## config.mk

```make
export PLATFORM = sky130hd
export DESIGN_NAME = e203_exu_longp_wbck_sched
export DESIGN_NICKNAME = d
export VERILOG_FILES = /design/src/rtl/e203_wbck_pkg.sv /design/src/rtl/e203_exu_wbck_tagfifo.sv /design/src/rtl/e203_exu_longp_wbck_sched.sv
export SDC_FILE = /design/constraint.sdc
export NUM_CORES = 1
export LEC_CHECK = 0
export BUFFER_PORTS_ARGS = -buffer_cell sky130_fd_sc_hd__buf_2
export CORE_UTILIZATION = 39
export CTS_CLUSTER_DIAMETER = 50
export DETAILED_ROUTE_END_ITERATION = 8
export GPL_ROUTABILITY_DRIVEN = 1
export HOLD_SLACK_MARGIN = 0.12
export PLACE_DENSITY = 0.83
export SLEW_MARGIN = 0
export SYNTH_ARGS = -nofsm -noshare
export SYNTH_HDL_FRONTEND = slang
export SYNTH_SLANG_ARGS = --single-unit
```

## constraint.sdc

```tcl
create_clock -name clk -period 3.2 [get_ports clk]
set_clock_uncertainty 0.15 [all_clocks]
set_input_delay 0.48 -clock clk [delete_from_list [all_inputs] [get_ports clk]]
set_output_delay 0.48 -clock clk [all_outputs]
set_load 0.02 [all_outputs]
```

## src/rtl/e203_wbck_pkg.sv

```systemverilog
// Shared definitions for the long-pipe write-back scheduler: unit
// encodings, the tag recorded per dispatched instruction, and defaults.
package e203_wbck_pkg;

    localparam logic UNIT_LSU = 1'b0;
    localparam logic UNIT_MDV = 1'b1;

    localparam int WBCK_DEPTH   = 2;
    localparam int WBCK_RFIDX_W = 5;

    // One outstanding long-pipe instruction: who completes it and where it writes
    typedef struct packed {
        logic                    unit;
        logic                    rdwen;
        logic [WBCK_RFIDX_W-1:0] rdidx;
        logic                    rdfpu;
    } wbck_tag_t;

endpackage

```

## src/rtl/e203_exu_wbck_tagfifo.sv

```systemverilog
// Small synchronous tag FIFO with flush. Pointers carry an extra wrap bit
// so full and empty can be told apart without a separate counter.
module e203_exu_wbck_tagfifo
    import e203_wbck_pkg::*;
#(
    parameter int DEPTH = WBCK_DEPTH,
    parameter int PTR_W = 1
)
(
    input  logic            clk,
    input  logic            rst,
    input  logic            push,
    input  wbck_tag_t       push_tag,
    input  logic            pop,
    input  logic            flush,
    output wbck_tag_t       head_tag,
    output logic            full,
    output logic            empty,
    output logic [PTR_W:0]  cnt
);

    wbck_tag_t       entries [DEPTH];
    logic [PTR_W:0]  wr_ptr;
    logic [PTR_W:0]  rd_ptr;
    logic            do_push;
    logic            do_pop;

    assign empty    = (wr_ptr == rd_ptr);
    assign full     = (wr_ptr[PTR_W] != rd_ptr[PTR_W]) &&
                      (wr_ptr[PTR_W-1:0] == rd_ptr[PTR_W-1:0]);
    assign cnt      = wr_ptr - rd_ptr;
    assign head_tag = entries[rd_ptr[PTR_W-1:0]];

    // Flush wins over both push and pop, so neither pointer moves on its own that cycle
    assign do_push  = push & ~full  & ~flush;
    assign do_pop   = pop  & ~empty & ~flush;

    // Pointer update: flush drops every outstanding entry by catching rd up to wr
    always_ff @(posedge clk) begin
        if (rst) begin
            wr_ptr <= '0;
            rd_ptr <= '0;
        end else if (flush) begin
            rd_ptr <= wr_ptr;
        end else begin
            if (do_push) begin
                wr_ptr <= wr_ptr + (PTR_W+1)'(1);
            end
            if (do_pop) begin
                rd_ptr <= rd_ptr + (PTR_W+1)'(1);
            end
        end
    end

    // Entry storage: written at the write pointer slot, cleared on reset
    always_ff @(posedge clk) begin
        if (rst) begin
            for (int i = 0; i < DEPTH; i++) begin
                entries[i] <= '0;
            end
        end else if (do_push) begin
            entries[wr_ptr[PTR_W-1:0]] <= push_tag;
        end
    end

endmodule

```

## src/rtl/e203_exu_longp_wbck_sched.sv

```systemverilog
// In-order scheduler for long-pipe write-back. Only the unit owning the
// FIFO head may complete; its response goes to the regfile arbiter, is
// swallowed (no rd), or is diverted to the exception port on LSU error.
module e203_exu_longp_wbck_sched
    import e203_wbck_pkg::*;
#(
    parameter int DEPTH   = WBCK_DEPTH,
    parameter int PTR_W   = 1,
    parameter int XLEN    = 32,
    parameter int RFIDX_W = WBCK_RFIDX_W
)
(
    input  logic               clk,
    input  logic               rst,

    input  logic               disp_valid,
    output logic               disp_ready,
    input  logic               disp_unit,
    input  logic               disp_rdwen,
    input  logic [RFIDX_W-1:0] disp_rdidx,
    input  logic               disp_rdfpu,

    input  logic               flush,

    input  logic               lsu_wbck_valid,
    output logic               lsu_wbck_ready,
    input  logic [XLEN-1:0]    lsu_wbck_wdat,
    input  logic               lsu_wbck_err,

    input  logic               mdv_wbck_valid,
    output logic               mdv_wbck_ready,
    input  logic [XLEN-1:0]    mdv_wbck_wdat,

    output logic               longp_wbck_o_valid,
    input  logic               longp_wbck_o_ready,
    output logic [XLEN-1:0]    longp_wbck_o_wdat,
    output logic [RFIDX_W-1:0] longp_wbck_o_rdidx,
    output logic               longp_wbck_o_rdfpu,

    output logic               excp_o_valid,
    input  logic               excp_o_ready,

    output logic               fifo_empty,
    output logic [PTR_W:0]     fifo_cnt
);

    wbck_tag_t disp_tag;
    wbck_tag_t head;
    logic      full;
    logic      empty;
    logic      push;
    logic      pop;
    logic      active;
    logic      hd_lsu;
    logic      hd_mdv;
    logic      hd_valid;
    logic      hd_err;
    logic      hd_accept;

    assign disp_tag = '{unit: disp_unit, rdwen: disp_rdwen, rdidx: disp_rdidx, rdfpu: disp_rdfpu};

    // Nothing is accepted or presented during reset or flush
    assign active     = ~rst & ~flush;
    assign disp_ready = ~full & active;
    assign push       = disp_valid & disp_ready;
    assign pop        = hd_valid & hd_accept & active;
    assign fifo_empty = empty;

    e203_exu_wbck_tagfifo #(
        .DEPTH (DEPTH),
        .PTR_W (PTR_W)
    ) u_tagfifo (
        .clk      (clk),
        .rst      (rst),
        .push     (push),
        .push_tag (disp_tag),
        .pop      (pop),
        .flush    (flush),
        .head_tag (head),
        .full     (full),
        .empty    (empty),
        .cnt      (fifo_cnt)
    );

    // Head decode: pick the owning unit, classify its response and route the handshake
    always_comb begin
        hd_lsu             = ~empty & (head.unit == UNIT_LSU);
        hd_mdv             = ~empty & (head.unit == UNIT_MDV);
        hd_valid           = (hd_lsu & lsu_wbck_valid) | (hd_mdv & mdv_wbck_valid);
        hd_err             = hd_lsu & lsu_wbck_err;
        hd_accept          = 1'b0;
        longp_wbck_o_valid = 1'b0;
        excp_o_valid       = 1'b0;
        lsu_wbck_ready     = 1'b0;
        mdv_wbck_ready     = 1'b0;
        if (active & ~empty) begin
            if (hd_err) begin
                excp_o_valid = hd_valid;
                hd_accept    = excp_o_ready;
            end else if (head.rdwen) begin
                longp_wbck_o_valid = hd_valid;
                hd_accept          = longp_wbck_o_ready;
            end else begin
                hd_accept = 1'b1;
            end
            lsu_wbck_ready = hd_lsu & hd_accept;
            mdv_wbck_ready = hd_mdv & hd_accept;
        end
    end

    // Write-back payload: only driven while a regfile write is being offered
    always_comb begin
        longp_wbck_o_wdat  = '0;
        longp_wbck_o_rdidx = '0;
        longp_wbck_o_rdfpu = 1'b0;
        if (longp_wbck_o_valid) begin
            longp_wbck_o_wdat  = hd_lsu ? lsu_wbck_wdat : mdv_wbck_wdat;
            longp_wbck_o_rdidx = head.rdidx;
            longp_wbck_o_rdfpu = head.rdfpu;
        end
    end

endmodule

```

* Word-level counts from Yosys, hierarchy flattened *
Memory sizes are Yosys's and may differ from the RTL's. A register that Yosys moved wholly into a read port is not among the register bits.
Index checks and enable logic that the tools add are counted.

operators by class
  $add $sub $neg = 3
  eq/ne operators = 3
  muxes and demuxes = 27
  bitwise gates (word level) = 23
  reduce and logical (&&, ||, !) cells = 4

operator list
  kind                                                            count
  32-bit 2-to-1 mux                                               2
  1-bit 2-to-1 mux                                                21
  1-bit AND                                                       17
  8-bit 2-to-1 mux                                                1
  8-bit OR reduction                                              1
  5-bit 2-to-1 mux                                                1
  1-bit NOT                                                       5
  2-bit by 1-bit adder with 2-bit output (second input constant)  2
  2-bit 2-to-1 mux                                                2
  2-bit == test                                                   1
  2-bit AND reduction                                             1
  2-bit nonzero test                                              1
  2-bit subtractor                                                1
  1-bit == test                                                   1
  1-bit logical AND                                               1
  1-bit != test                                                   1
  1-bit bitwise OR                                                1

storage, ports and cells
  flip-flop bits (word level) = 4
  bits in writable memories = 16
  input bits = 81
  memories = 1

memory list
  name               words  width  read ports  clocked after memory_dff  wr ports  line                         text
  u_tagfifo.entries  2      8      1           1                         2         e203_exu_wbck_tagfifo.sv:22  wbck_tag_t entries [DEPTH];

* Logic depth before layout (Yosys ltp) *
Gate-level depths: netlist (run 1).

  depth in word-level cells = 15
  gate-level depth with buffers = 9
  depth with buffers taken out = 7

* By module *
Synthesis (run 1) repeated with hierarchy kept, for this count alone.

unflattened totals
  cells, all modules = 231
  area total of the unflattened synthesis = 1,670.4 µm²

by module, submodules not included
  module                     instances  cells each  area each (µm²)  sequential area each (µm²)
  e203_exu_wbck_tagfifo      1          94          1,031.0          580.6
  e203_exu_longp_wbck_sched  1          137         639.4            0.0

* Worst setup path before layout (run 1) *
No wires, ideal clock.

  path kind = register to output
  start = register u_tagfifo.wr_ptr[0]
  end = output port longp_wbck_o_wdat[10]
  arrival time = 2,188 ps
  setup slack = 382 ps
  stages on the path, launching flop included = 9
  buffers on the path = 2
  cell sequence = dfxtp_1 inv_1 ha_1 and2_1 buf_6 nand2b_1 or4_4 clkbuf_1 a21oi_1

between the ends
  cells in the longest elaborated chain, start to end = 9
  elaborated cells between the ends (all ways) = 14
  those cells by class = eq/ne: 1; mux: 5; bitwise: 8

ends and longest elaborated chain
  element                              line                                                                                               text
  start, declared                      e203_exu_wbck_tagfifo.sv:23                                                                        logic [PTR_W:0] wr_ptr;
  start signal, assigned               e203_exu_wbck_tagfifo.sv:47                                                                        wr_ptr <= wr_ptr + (PTR_W+1)'(1);
  2-bit == test (*)                    e203_exu_wbck_tagfifo.sv:28                                                                        assign empty = (wr_ptr == rd_ptr);
  named net fifo_empty                 e203_exu_longp_wbck_sched.sv:43                                                                    output logic fifo_empty,
  1-bit NOT (*)                        e203_exu_longp_wbck_sched.sv:87, e203_exu_longp_wbck_sched.sv:88, e203_exu_longp_wbck_sched.sv:96
  1-bit AND, on equally long branches  e203_exu_longp_wbck_sched.sv:87, e203_exu_longp_wbck_sched.sv:88
  1-bit AND                            e203_exu_longp_wbck_sched.sv:89                                                                    hd_valid = (hd_lsu & lsu_wbck_valid) | (hd_mdv & mdv_wbck_valid);
  1-bit bitwise OR                     e203_exu_longp_wbck_sched.sv:89
  1-bit 2-to-1 mux                     e203_exu_longp_wbck_sched.sv:100                                                                   end else if (head.rdwen) begin
  1-bit 2-to-1 mux                     e203_exu_longp_wbck_sched.sv:97                                                                    if (hd_err) begin
  1-bit 2-to-1 mux                     e203_exu_longp_wbck_sched.sv:96                                                                    if (active & ~empty) begin
  32-bit 2-to-1 mux (*)                e203_exu_longp_wbck_sched.sv:116                                                                   if (longp_wbck_o_valid) begin
  end, declared                        e203_exu_longp_wbck_sched.sv:36                                                                    output logic [XLEN-1:0] longp_wbck_o_wdat,

Mark *: on every way through the listed nets, which the timed path passes. The rest lies on a longest branch.

* Worst setup path in the final report (run 1) *
  start = register u_tagfifo.wr_ptr[0]
  end = output port longp_wbck_o_rdfpu

between the ends
  cells in the longest elaborated chain, start to end = 9
  elaborated cells between the ends (all ways) = 13
  those cells by class = eq/ne: 1; mux: 4; bitwise: 8

ends and longest elaborated chain
  element                              line                                                                                               text
  2-bit == test (*)                    e203_exu_wbck_tagfifo.sv:28
  1-bit NOT (*)                        e203_exu_longp_wbck_sched.sv:87, e203_exu_longp_wbck_sched.sv:88, e203_exu_longp_wbck_sched.sv:96
  1-bit AND, on equally long branches  e203_exu_longp_wbck_sched.sv:87, e203_exu_longp_wbck_sched.sv:88
  1-bit AND                            e203_exu_longp_wbck_sched.sv:89
  1-bit bitwise OR                     e203_exu_longp_wbck_sched.sv:89
  1-bit 2-to-1 mux                     e203_exu_longp_wbck_sched.sv:100
  1-bit 2-to-1 mux                     e203_exu_longp_wbck_sched.sv:97
  1-bit 2-to-1 mux (*)                 e203_exu_longp_wbck_sched.sv:96
  1-bit 2-to-1 mux (*)                 e203_exu_longp_wbck_sched.sv:116
  end, declared                        e203_exu_longp_wbck_sched.sv:38                                                                    output logic longp_wbck_o_rdfpu,

Mark *: on every way between the ends. The rest lies on a longest branch, timed or not.

==> metrics.md, run 1 <==
| Metric | Value |
|---|---|
| Area Overhead vs Synth | 47.43% |
| Sum of negative setup slack | 0 ns |
| Clock slew at reported path FFs | 0.07 ns |
| Min cycle time layout | 3.045 ns |
| Fin nets | 408 |
| Worst EP arrival | 2.42 ns |
| Final period util | 95.16% |
| DR WL/cell | 12.58 microns |
| Die X | 65.71 microns |
| DIE HEIGHT | 65.71 microns |
| Sequential cell area fraction in the yosys report | 36.68% |
| Critical path class | flop to primary output |
| P_leak | 1.180 nW |
| Avg Inst Size Synth | 7.759 sq um |
| Final Hold Vio Count | 0 |
| Fmax | 0.3284 GHz |
| Post-synth top area cell | edfxtp_1 |
| Crit path max fanout | 19 |
| DR WL met3 | 353 microns |
| Setup violators final | 0 |
| Area contributors post-synth | edfxtp_1, nand2_1, a21oi_1, and2_1, dfxtp_1 |
| Yosys cell types | 29 |
| Top sig layer | met4 |
| Share of the synthesized area in the top cell type | 30.36% |
| Worst slew pin tran | 0.7858 ns |
| Synth Instances | 204 |
| Pre-antenna DRT Iters | 4 |
| CTS Root Buffer Type | clkbuf_8 |
| Setup bufs post-CTS | 0 |
| Final WL | 4694 microns |
| Post-CTS Hold Buffers | 0 |
| ANT cells | 0 |
| First-pass GRT wire length | 6465 microns |
| Vias post-DR | 1846 |
| Worst setup SP type | flop |
| Finished Core Util | 61.88% |
| Post-synthesis async set-or-reset flop share | 0% |
| EDFF count, synth | 16 |
| Die area | 4317 sq um |
| Rel. slew slack | 46.78% |
| Fillers | 353 |
| Effective utilization at floorplan | 41.97% |
| Main flop type after synthesis | edfxtp_1 |
| Total core area | 3771 sq um |
| Hpwl dp | 3342 microns |
| DRC | 0 |
| CTS Buf Count | 3 |
| Met1 WL | 1860 microns |
| Peak VDD IR | 0.3066 mV |
| WL met2 | 2408 microns |
| Congestion Overflow GR | 0 |
| Number of synthesized register bits | 21 |
| H-tree depth | 1 |
| Clk_lat worst skew | 0.25 ns |
| Power Density | 302.0 nW/um^2 |
| Ys Warns | 0 |
| Cell with the most instances after synthesis | nand2_1 |
| RSZ-0062 raised after global routing | no |
| Worst Setup End Kind | primary output |
| Largest net degree at the start of global routing | 40 |
| Antenna violations before repair | 0 |
| Gpl congestion | 0.7661 |
| GRT Total Usage | 19.39% |
| Vias in the first global route | 1492 |
| Register area | 580.6 sq um |
| Clock Path Buffers | 2 |
| Synth cell count leaders | nand2_1, a21oi_1, and2_1 |
| Boundary pin count | 127 |
| Initial DRC Count | 75 |
| Syn Nets | 286 |
| Detail Route Antenna Nets | 0 |
| CTS tree | done |
| Clock Sinks | 21 |
| Multi-input logic area | 948.4 sq um |
| DR vias/cell | 4.949 |
| Post-synthesis instance area | 1583 sq um |
| FP Rows | 22 |
| # port buffers | 126 |
| Max Transition Viols Final | 0 |
| Status | completed |
| Min-Delay Path Class | input port to flop |
| Layout cell share with drive strength beyond 1 | 47.69% |
| Critical path required time | 2.57 ns |
| Max Cap Viol | 0 |
[through the flow]
step           instance area, sq um  total power, mW  hold WS (ns)  setup WS [ns]  instances
3_3_place_gp                   2218           0.5247        0.4073         0.3526        367
6_report                       2333           0.7047        0.3132         0.1547        373
5_1_grt                        2333           0.7477        0.3218       0.004828        373
2_1_floorplan                  1583           0.4522        0.3758         0.3815        204
4_1_cts                        2268           0.6981        0.3088       0.005883        371
3_5_place_dp                   2218           0.5294        0.4088         0.2821        367
[flip-flops by register name, indices dropped and copies added (netlist names), named ones only]
register           count
u_tagfifo.entries     16
u_tagfifo.rd_ptr       2
u_tagfifo.wr_ptr       2
[final timing paths]
| path | startpoint | endpoint | depth (start not counted) | slack (ns) |
|---|---|---|---|---|
| max | u_tagfifo.wr_ptr[0] | longp_wbck_o_rdfpu | 7 | 0.15 |
| min | rst | u_tagfifo.wr_ptr[1] | 2 | 0.31 |
| max reg2reg | flop | u_tagfifo.rd_ptr[1] | 5 | 0.72 |
| min reg2reg | u_tagfifo.wr_ptr[1] | u_tagfifo.wr_ptr[1] | 2 | 0.42 |
[cells in the final DEF, fill, tap and decap left out, types with 3 or more instances in the layout]
cell,instances
buf_2,117
nand2_1,65
a21oi_1,22
and2_1,16
edfxtp_1,16
a21oi_2,12
buf_4,12
nor2_1,11
mux2i_1,9
inv_1,6
dfxtp_1,5
xnor2_1,4
or4_4,3
o31a_1,3
clkbuf_8,3
[area by class of cell]
class	instances	area share, %
Multi-Input combinational cell	165	40.64
Clock inverter	1	0.2145
Sequential cell	21	24.88
Timing Repair Buffer	129	28.95
Inverter	6	0.9651
Clock buffer	3	1.769
Tap cell	48	2.574
[kinds of logic after synthesis]
group	after synthesis	share of synthesized area (%)
xor gates and xnor gates	4	2.213
adders and majority gates	1	0.7904
and+or+nand+nor	105	29.49
DFF	21	36.68
buffers and inverters	20	6.482
muxes	10	6.403
AOI/OAI and AO/OA	43	17.95
[layer usage]
layer  up-vias  GRT usage, %
li1        934             -
met1       831         19.50
met2        74         37.88
met3         7         4.514
met4         0         6.793
met5         -             0
[what timing repair did]
item	CTS	global route
setup endpoints to repair	1	38
resized for setup	1	15
pin swaps	0	2
cloned	0	2
[worst max-delay path, stage by stage, from the launching register on]
cell and delay (ns):
dfxtp_1 0.35, inv_1 0.11, ha_4 0.24, and2_2 0.20, nand2b_2 0.23, or4_4 0.66
nor2_1 0.17, buf_2 0.18
[power by group]
part,switching (mW),leakage (nW),internal (mW)
Sequential,0.00586,0.207,0.307
Clock,0.0838,0.0255,0.0867
Combinational,0.130,0.947,0.0915
Total,0.219,1.18,0.485
Power figures use the tool's default switching activity.
==> inputs of run 2 (changes only) <==
- ABC_AREA: unset -> 1
- CORE_UTILIZATION: 39 -> 41
- PLACE_DENSITY: 0.83 -> 0.84
- SETUP_SLACK_MARGIN: unset -> 0.05
==> metrics.md, run 2 <==
| Metric | Value |
|---|---|
| Status | completed |
| P_sw | 228.4 uW (+4.1%) |
| Clock slew at reported path FFs | 0.07 ns (about the same) |
| Fillers | 395 (+12%) |
| DR WL/cell | 11.69 microns (-7.1%) |
| Worst slew pin tran | 0.4931 ns (-0.2927 ns) |
| Reg-to-Reg Start | u_tagfifo.wr_ptr[0] |
| CTS tree | done |
| Reg with most FFs | u_tagfifo.entries |
| Congestion Overflow GR | 0 (unchanged) |
| Synth Instances | 243 (+19%) |
| Final Hold Vio Count | 0 (unchanged) |
| Final period util | 90.83% (-4.3 points) |
| Hpwl dp | 3727 microns (+12%) |
| P_leak | 1.266 nW (+7.3%) |
| ANT cells | 0 (unchanged) |
| Final setup slack of the worst path | 0.2933 ns (+0.1386 ns) |
| Fin nets | 443 (+8.6%) |
| Hold endpoint | u_tagfifo.rd_ptr[1] |
| Area contributors post-synth | edfxtp_1, nand2_1, nand3_1, a21oi_2, a21oi_1 |
| DR WL met3 | 327 microns (-7.4%) |
| Register area | 580.6 sq um (unchanged) |
| Total core area | 4000 sq um (+6.1%) |
| CTS Buf Count | 3 (unchanged) |
| Placed Cells | 406 (+11%) |
| RR Endpoint | u_tagfifo.entries[1][4] |
| Finished Core Util | 59.18% (-2.7 points) |
| DIE HEIGHT | 66.54 microns (+1.3%) |
| Internal | 476.9 uW (-1.8%) |
| Cell with the most instances after synthesis | nand2_1 |
| Main flop type after synthesis | edfxtp_1 |
| Post-synth top area cell | edfxtp_1 |
| Ys Warns | 0 (unchanged) |
| Fmax | 0.3440 GHz (+4.8%) |
| Pre-antenna DRT Iters | 4 (unchanged) |
| Critical path class | flop to primary output |
| Power Density | 297.9 nW/um^2 (-1.3%) |
| R2R Setup Slk | 0.99 ns (+0.27 ns) |
| Final WL | 4792 microns (+2.1%) |
| Detail Route Antenna Nets | 0 (unchanged) |
| WL met2 | 2460 microns (+2.2%) |
| Worst Setup End Kind | primary output |
| Gpl congestion | 0.7688 (+0.35%) |
| Top sig layer | met4 |
| Clk_lat worst skew | 0.26 ns (about the same) |
| Die X | 66.54 microns (+1.3%) |
| Largest net degree at the start of global routing | 39 (-2.5%) |
| DRC | 0 (unchanged) |
| Setup slack at placement | 0.4486 ns (+0.1665 ns) |
| RSZ-0062 raised after global routing | no |
| Layout cell share with drive strength beyond 1 | 45.83% (-1.9 points) |
| Post-synthesis async set-or-reset flop share | 0% (unchanged) |
| Met1 WL | 1953 microns (+5.0%) |
| Max Transition Viols Final | 0 (unchanged) |
| Boundary pin count | 127 (unchanged) |
| Switching Share | 32.38% (+1.3 points) |
| Non-filler cells in the finished layout | 410 (+9.9%) |
| H-tree depth | 1 (unchanged) |
| Rel. slew slack | 67.12% (+20 points) |
| Worst EP arrival | 2.28 ns (-0.14 ns) |
| Worst setup SP type | flop |
| Effective utilization at floorplan | 42.70% (+0.73 points) |
| Commonest non-fill, non-tap cell in the layout | buf_2 |
| Fin Hold WS | 0.2718 ns (-0.04142 ns) |
| CP bufs+invs | 4 (+2) |
| Peak VDD IR | 0.3516 mV (+15%) |
| Avg Inst Size Synth | 7.028 sq um (-9.4%) |
| Most frequent cells in the layout | buf_2, nand2_1, nand3_1 |
| Number of synthesized register bits | 21 (unchanged) |
| Crit path largest cell delay | 0.35 ns (-0.31 ns) |
| Reg2Reg Depth | 7 (+2) |
| Crit path max fanout | 34 (+15) |
| Top Family by Delay on Critical Path | buffers and inverters |
| Sequential cell area fraction in the yosys report | 33.99% (-2.7 points) |
| CP Cell Sequence | inv_1, ha_1, nand3_2, buf_4, nand2_1, buf_4, nand2_1, a21oi_2, buf_2 |
| Hold Crit Start | rst |
| Die area | 4428 sq um (+2.6%) |
| Crit-path slowest cell | dfxtp_1 |
| First-pass GRT wire length | 7031 microns (+8.8%) |
| Max FFs per register | 16 (unchanged) |
| Hold Crit Depth | 2 (unchanged) |
| Initial DRC Count | 96 (+28%) |
| Clock Path Buffers | 2 (unchanged) |
| Vias in the first global route | 1588 (+6.4%) |
| # port buffers | 126 (unchanged) |
| Yosys cell types | 23 (-21%) |
| Sum of negative setup slack | 0 ns (unchanged) |
| Share of the synthesized area in the top cell type | 28.13% (-2.2 points) |
| Comb pwr share | 30.6% (-0.8 points) |
| Clock power frac | 24.7% (+0.5 points) |
| Setup violators final | 0 (unchanged) |
| Multi-input logic area | 920.9 sq um (-2.9%) |
| EDFF count, synth | 16 (unchanged) |
| Antenna violations before repair | 0 (unchanged) |
| Syn Nets | 325 (+14%) |
| Vias post-DR | 1998 (+8.2%) |
| DR vias/cell | 4.873 (-1.5%) |
| Clock Sinks | 21 (unchanged) |
| Synth cell count leaders | nand2_1, nand3_1, a21oi_1 |
| Min-Delay Path Class | input port to flop |
| Top flop regs | u_tagfifo.entries x16, u_tagfifo.rd_ptr x2, u_tagfifo.wr_ptr x2 |
| Area Overhead vs Synth | 38.61% |
| Flop pwr share | 44.6% (+0.2 points) |
| CTS Root Buffer Type | clkbuf_8 |
| Post-synthesis instance area | 1708 sq um (+7.9%) |
| Min cycle time layout | 2.907 ns (-0.1386 ns) |
| GRT Total Usage | 20.87% (+1.5 points) |
| Critical path required time | 2.57 ns (about the same) |
| Max Cap Viol | 0 (unchanged) |
| FP Rows | 23 (+4.5%) |
-- run 2: per-layer routing --
| layer | track usage (%) | vias up |
|---|---|---|
| li1 | - | 1038 |
| met5 | 0 | - |
| met2 | 38.76 | 79 |
| met1 | 24.55 | 873 |
| met3 | 2.568 | 8 |
| met4 | 6.383 | 0 |
-- run 2: area by class of cell --
class / instances / area share [%]
Multi-Input combinational cell: 181 / 38.90
Timing Repair Buffer: 130 / 27.91
Sequential cell: 21 / 24.52
Inverter: 24 / 4.123
Clock buffer: 4 / 1.903
Tap cell: 50 / 2.643
-- run 2: worst max-delay path by stage --
stage          slack [ns]                    end  cells after the start                 from
6_report             0.29  longp_wbck_o_wdat[27]                      9  u_tagfifo.wr_ptr[0]
2_1_floorplan        0.73  longp_wbck_o_rdidx[3]                     10  u_tagfifo.wr_ptr[0]
3_5_place_dp         0.45     longp_wbck_o_rdfpu                     10  u_tagfifo.wr_ptr[0]
4_1_cts              0.12  longp_wbck_o_rdidx[0]                     10  u_tagfifo.wr_ptr[0]
3_3_place_gp         0.53  longp_wbck_o_rdidx[4]                     10  u_tagfifo.wr_ptr[0]
5_1_grt              0.11  longp_wbck_o_wdat[30]                      9  u_tagfifo.wr_ptr[0]
-- run 2: power by group through the flow --
stage	registers [mW]	logic [mW]	clock network (mW)
after CTS	0.315	0.218	0.175
final	0.315	0.216	0.174
after global placement	0.320	0.213	0
after floorplan	0.317	0.144	0
after global routing	0.317	0.243	0.189
after detailed placement	0.321	0.217	0
-- run 2: repair_timing --
| item | in CTS | in global routing |
|---|---|---|
| setup endpoints to repair | 0 | 13 |
| hold buffers | 0 | 0 |
| gates resized for setup | 0 | 2 |
| setup buffers | 0 | 0 |
-- run 2: cell families after synthesis --
kind of cell,after synthesis,share of synthesized area [%]
and+or+nand+nor,132,34.29
AOI/OAI and AO/OA,46,17.88
buffers and inverters,41,12.09
DFF,21,33.99
xor gates and xnor gates,2,1.026
adders and majority gates,1,0.7325
-- run 2: through the flow --
step / power [mW] / cell area [sq um]
after global routing: 0.7493 / 2367
after global placement: 0.5334 / 2320
final: 0.7053 / 2367
after CTS: 0.7076 / 2365
after detailed placement: 0.5381 / 2320
after floorplan: 0.4613 / 1708
==> inputs of run 3 (changes only) <==
- CORE_UTILIZATION: 41 -> 44
- PLACE_DENSITY: 0.84 -> 0.9
- clock period: 3.2 -> 3.65 ns (I/O delays scaled with it)
==> metrics.md, run 3 (synthesis results as in run 2) <==
| Metric | Value |
|---|---|
| Gpl congestion | 0.7748 (+0.78%) |
| Detail Route Antenna Nets | 0 (unchanged) |
| Fillers | 348 (-12%) |
| Comb pwr share | 30.7% (about the same) |
| P_sw | 197.3 uW (-14%) |
| Max Transition Viols Final | 0 (unchanged) |
| DR vias/cell | 4.956 (+1.7%) |
| Max FFs per register | 16 (unchanged) |
| Effective utilization at floorplan | 46.30% (+3.6 points) |
| Post-CTS sizing | 0 (unchanged) |
| Area Overhead vs Synth | 37.88% |
| Total core area | 3689 sq um (-7.8%) |
| GRT Total Usage | 22.44% (+1.6 points) |
| Boundary pin count | 127 (unchanged) |
| Clock slew at reported path FFs | 0.07 ns (about the same) |
| Placed Area | 2310 sq um (-0.43%) |
| Power Density | 260.7 nW/um^2 (-12%) |
| Initial DRC Count | 125 (+30%) |
| Die X | 64.30 microns (-3.4%) |
| Critical path class | flop to primary output |
| Setup slack at placement | 0.8453 ns (+0.3966 ns) |
| Setup violators final | 0 (unchanged) |
| Hpwl dp | 3643 microns (-2.2%) |
| Clock Path Buffers | 2 (unchanged) |
| First-pass GRT wire length | 7410 microns (+5.4%) |
| Final Instance Area | 2355 sq um (-0.53%) |
| Met3 GRT Util | 2.857% (+0.29 points) |
| Max Cap Viol | 0 (unchanged) |
| Setup bufs post-CTS | 0 (unchanged) |
| Commonest non-fill, non-tap cell in the layout | buf_2 |
| Grt met2 use | 41.18% (+2.4 points) |
| Flop pwr share | 45.0% (+0.4 points) |
| Clk_lat worst skew | 0.26 ns (about the same) |
| Final setup slack of the worst path | 0.5845 ns (+0.2912 ns) |
| DIE HEIGHT | 64.30 microns (-3.4%) |
| Most frequent cells in the layout | buf_2, nand2_1, nand3_1 |
| Antenna violations before repair | 0 (unchanged) |
| P_leak | 1.260 nW (-0.44%) |
| Reg-to-Reg Start | u_tagfifo.wr_ptr[0] |
| CTS Buf Count | 3 (unchanged) |
| H-tree depth | 1 (unchanged) |
| Vias post-DR | 2017 (+0.95%) |
| Status | completed |
| Non-filler cells in the finished layout | 407 (-0.73%) |
| Fin nets | 442 (-0.23%) |
| Most Crowded Layer GR | met2 |
| Clock power frac | 24.2% (-0.5 points) |
| Sum of negative setup slack | 0 ns (unchanged) |
| ANT cells | 0 (unchanged) |
| Pre-antenna DRT Iters | 4 (unchanged) |
| R2R Setup Slk | 1.39 ns (+0.40 ns) |
| Worst Setup End Kind | primary output |
| Post-CTS Hold Buffers | 0 (unchanged) |
| FP Rows | 22 (-4.3%) |
| Final WL | 4753 microns (-0.81%) |
| Clock Sinks | 21 (unchanged) |
| Crit path max fanout | 38 (+12%) |
| Switching Share | 32.14% (-0.24 points) |
| Internal | 416.7 uW (-13%) |
| Min cycle time layout | 3.066 ns |
| Congestion Overflow GR | 0 (unchanged) |
| Rel. slew slack | 46.56% (-21 points) |
| Worst slew pin tran | 0.8004 ns (+0.3072 ns) |
| Critical path required time | 2.95 ns (+0.38 ns) |
| Largest net degree at the start of global routing | 39 (unchanged) |
| Reg with most FFs | u_tagfifo.entries |
| Min-Delay Path Class | flop to flop |
| # port buffers | 126 (unchanged) |
| DR WL/cell | 11.68 microns (about the same) |
| RR Endpoint | u_tagfifo.entries[1][0] |
| Final Hold Vio Count | 0 (unchanged) |
| Worst EP arrival | 2.37 ns (+0.09 ns) |
| Placed Cells | 403 (-0.74%) |
| DRC | 0 (unchanged) |
| RSZ-0062 raised after global routing | no |
| Hold Crit Start | u_tagfifo.wr_ptr[1] |
| Top flop regs | u_tagfifo.entries x16, u_tagfifo.rd_ptr x2, u_tagfifo.wr_ptr x2 |
| CTS Root Buffer Type | clkbuf_8 |
| Final period util | 83.99% |
| Peak VDD IR | 0.2833 mV (-19%) |
| Reg2Reg Depth | 7 (unchanged) |
| Met1 global-route usage | 27.44% (+2.9 points) |
| CTS tree | done |
| Layout cell share with drive strength beyond 1 | 45.68% (-0.15 points) |
| Worst setup SP type | flop |
| Vias in the first global route | 1694 (+6.7%) |
| Fmax | 0.3262 GHz |
| Hold endpoint | u_tagfifo.wr_ptr[1] |
| Hold Crit Depth | 2 (unchanged) |
| Die area | 4134 sq um (-6.6%) |
-- run 3: changes by cell type in the layout (fill, tap and decap cells not counted) --
| cell | change |
|---|---|
| inv_2 | +1 |
| buf_4 | -1 |
| inv_4 | -1 |
-- run 3: per-layer routing --
metal | up-vias | share of wire, %
li1 | 1032 | -
met1 | 899 | 40
met2 | 81 | 52
met3 | 5 | 6.6
met4 | 0 | 1.1
met5 | - | 0
-- run 3: final cells by class --
type                    count  area (sq um)  share of cell area, %
clock buffers               4         45.04                  1.913
inverters                  24         95.09                  4.038
multi-input cells         181         920.9                  39.11
flip-flops and latches     21         580.6                  24.65
well taps                  48         60.06                  2.550
repair buffers            129         653.1                  27.74
-- run 3: stage by stage --
step	hold slack (ns)	util (%)	power, mW
after floorplan	0.3073	-	0.4044
after global placement	0.3246	62.62	0.4669
after detailed placement	0.3259	62.62	0.4710
after CTS	0.3372	63.84	0.6140
after global routing	0.3529	63.84	0.6484
final	0.3370	63.84	0.6140
-- run 3: worst max path at each step --
stage          slack, ns           startpoint  cells after the start                     to
2_1_floorplan       1.11  u_tagfifo.wr_ptr[0]                     10  longp_wbck_o_rdidx[3]
3_3_place_gp        0.92                 flop                      9   longp_wbck_o_wdat[8]
3_5_place_dp        0.85  u_tagfifo.wr_ptr[0]                     10  longp_wbck_o_rdidx[0]
4_1_cts             0.55  u_tagfifo.wr_ptr[0]                     10  longp_wbck_o_rdidx[0]
5_1_grt             0.37  u_tagfifo.wr_ptr[0]                     10  longp_wbck_o_rdidx[3]
6_report            0.58  u_tagfifo.wr_ptr[0]                     10  longp_wbck_o_rdidx[0]
-- run 3: critical path, stage by stage, from the launching register on --
cell and delay [ns]:
dfxtp_1 0.35, inv_1 0.08, ha_1 0.33, nand3_2 0.14
nand3b_1 0.11, nand2_1 0.08, nand2_2 0.09, nor2_4 0.04
inv_2 0.57, a21oi_1 0.10, buf_2 0.20
-- run 3: power groups by stage --
stage	clock network (mW)	logic, mW	registers [mW]
after floorplan	0	0.127	0.278
after global placement	0	0.186	0.281
after detailed placement	0	0.189	0.282
after CTS	0.148	0.190	0.276
after global routing	0.159	0.212	0.278
final	0.149	0.189	0.276
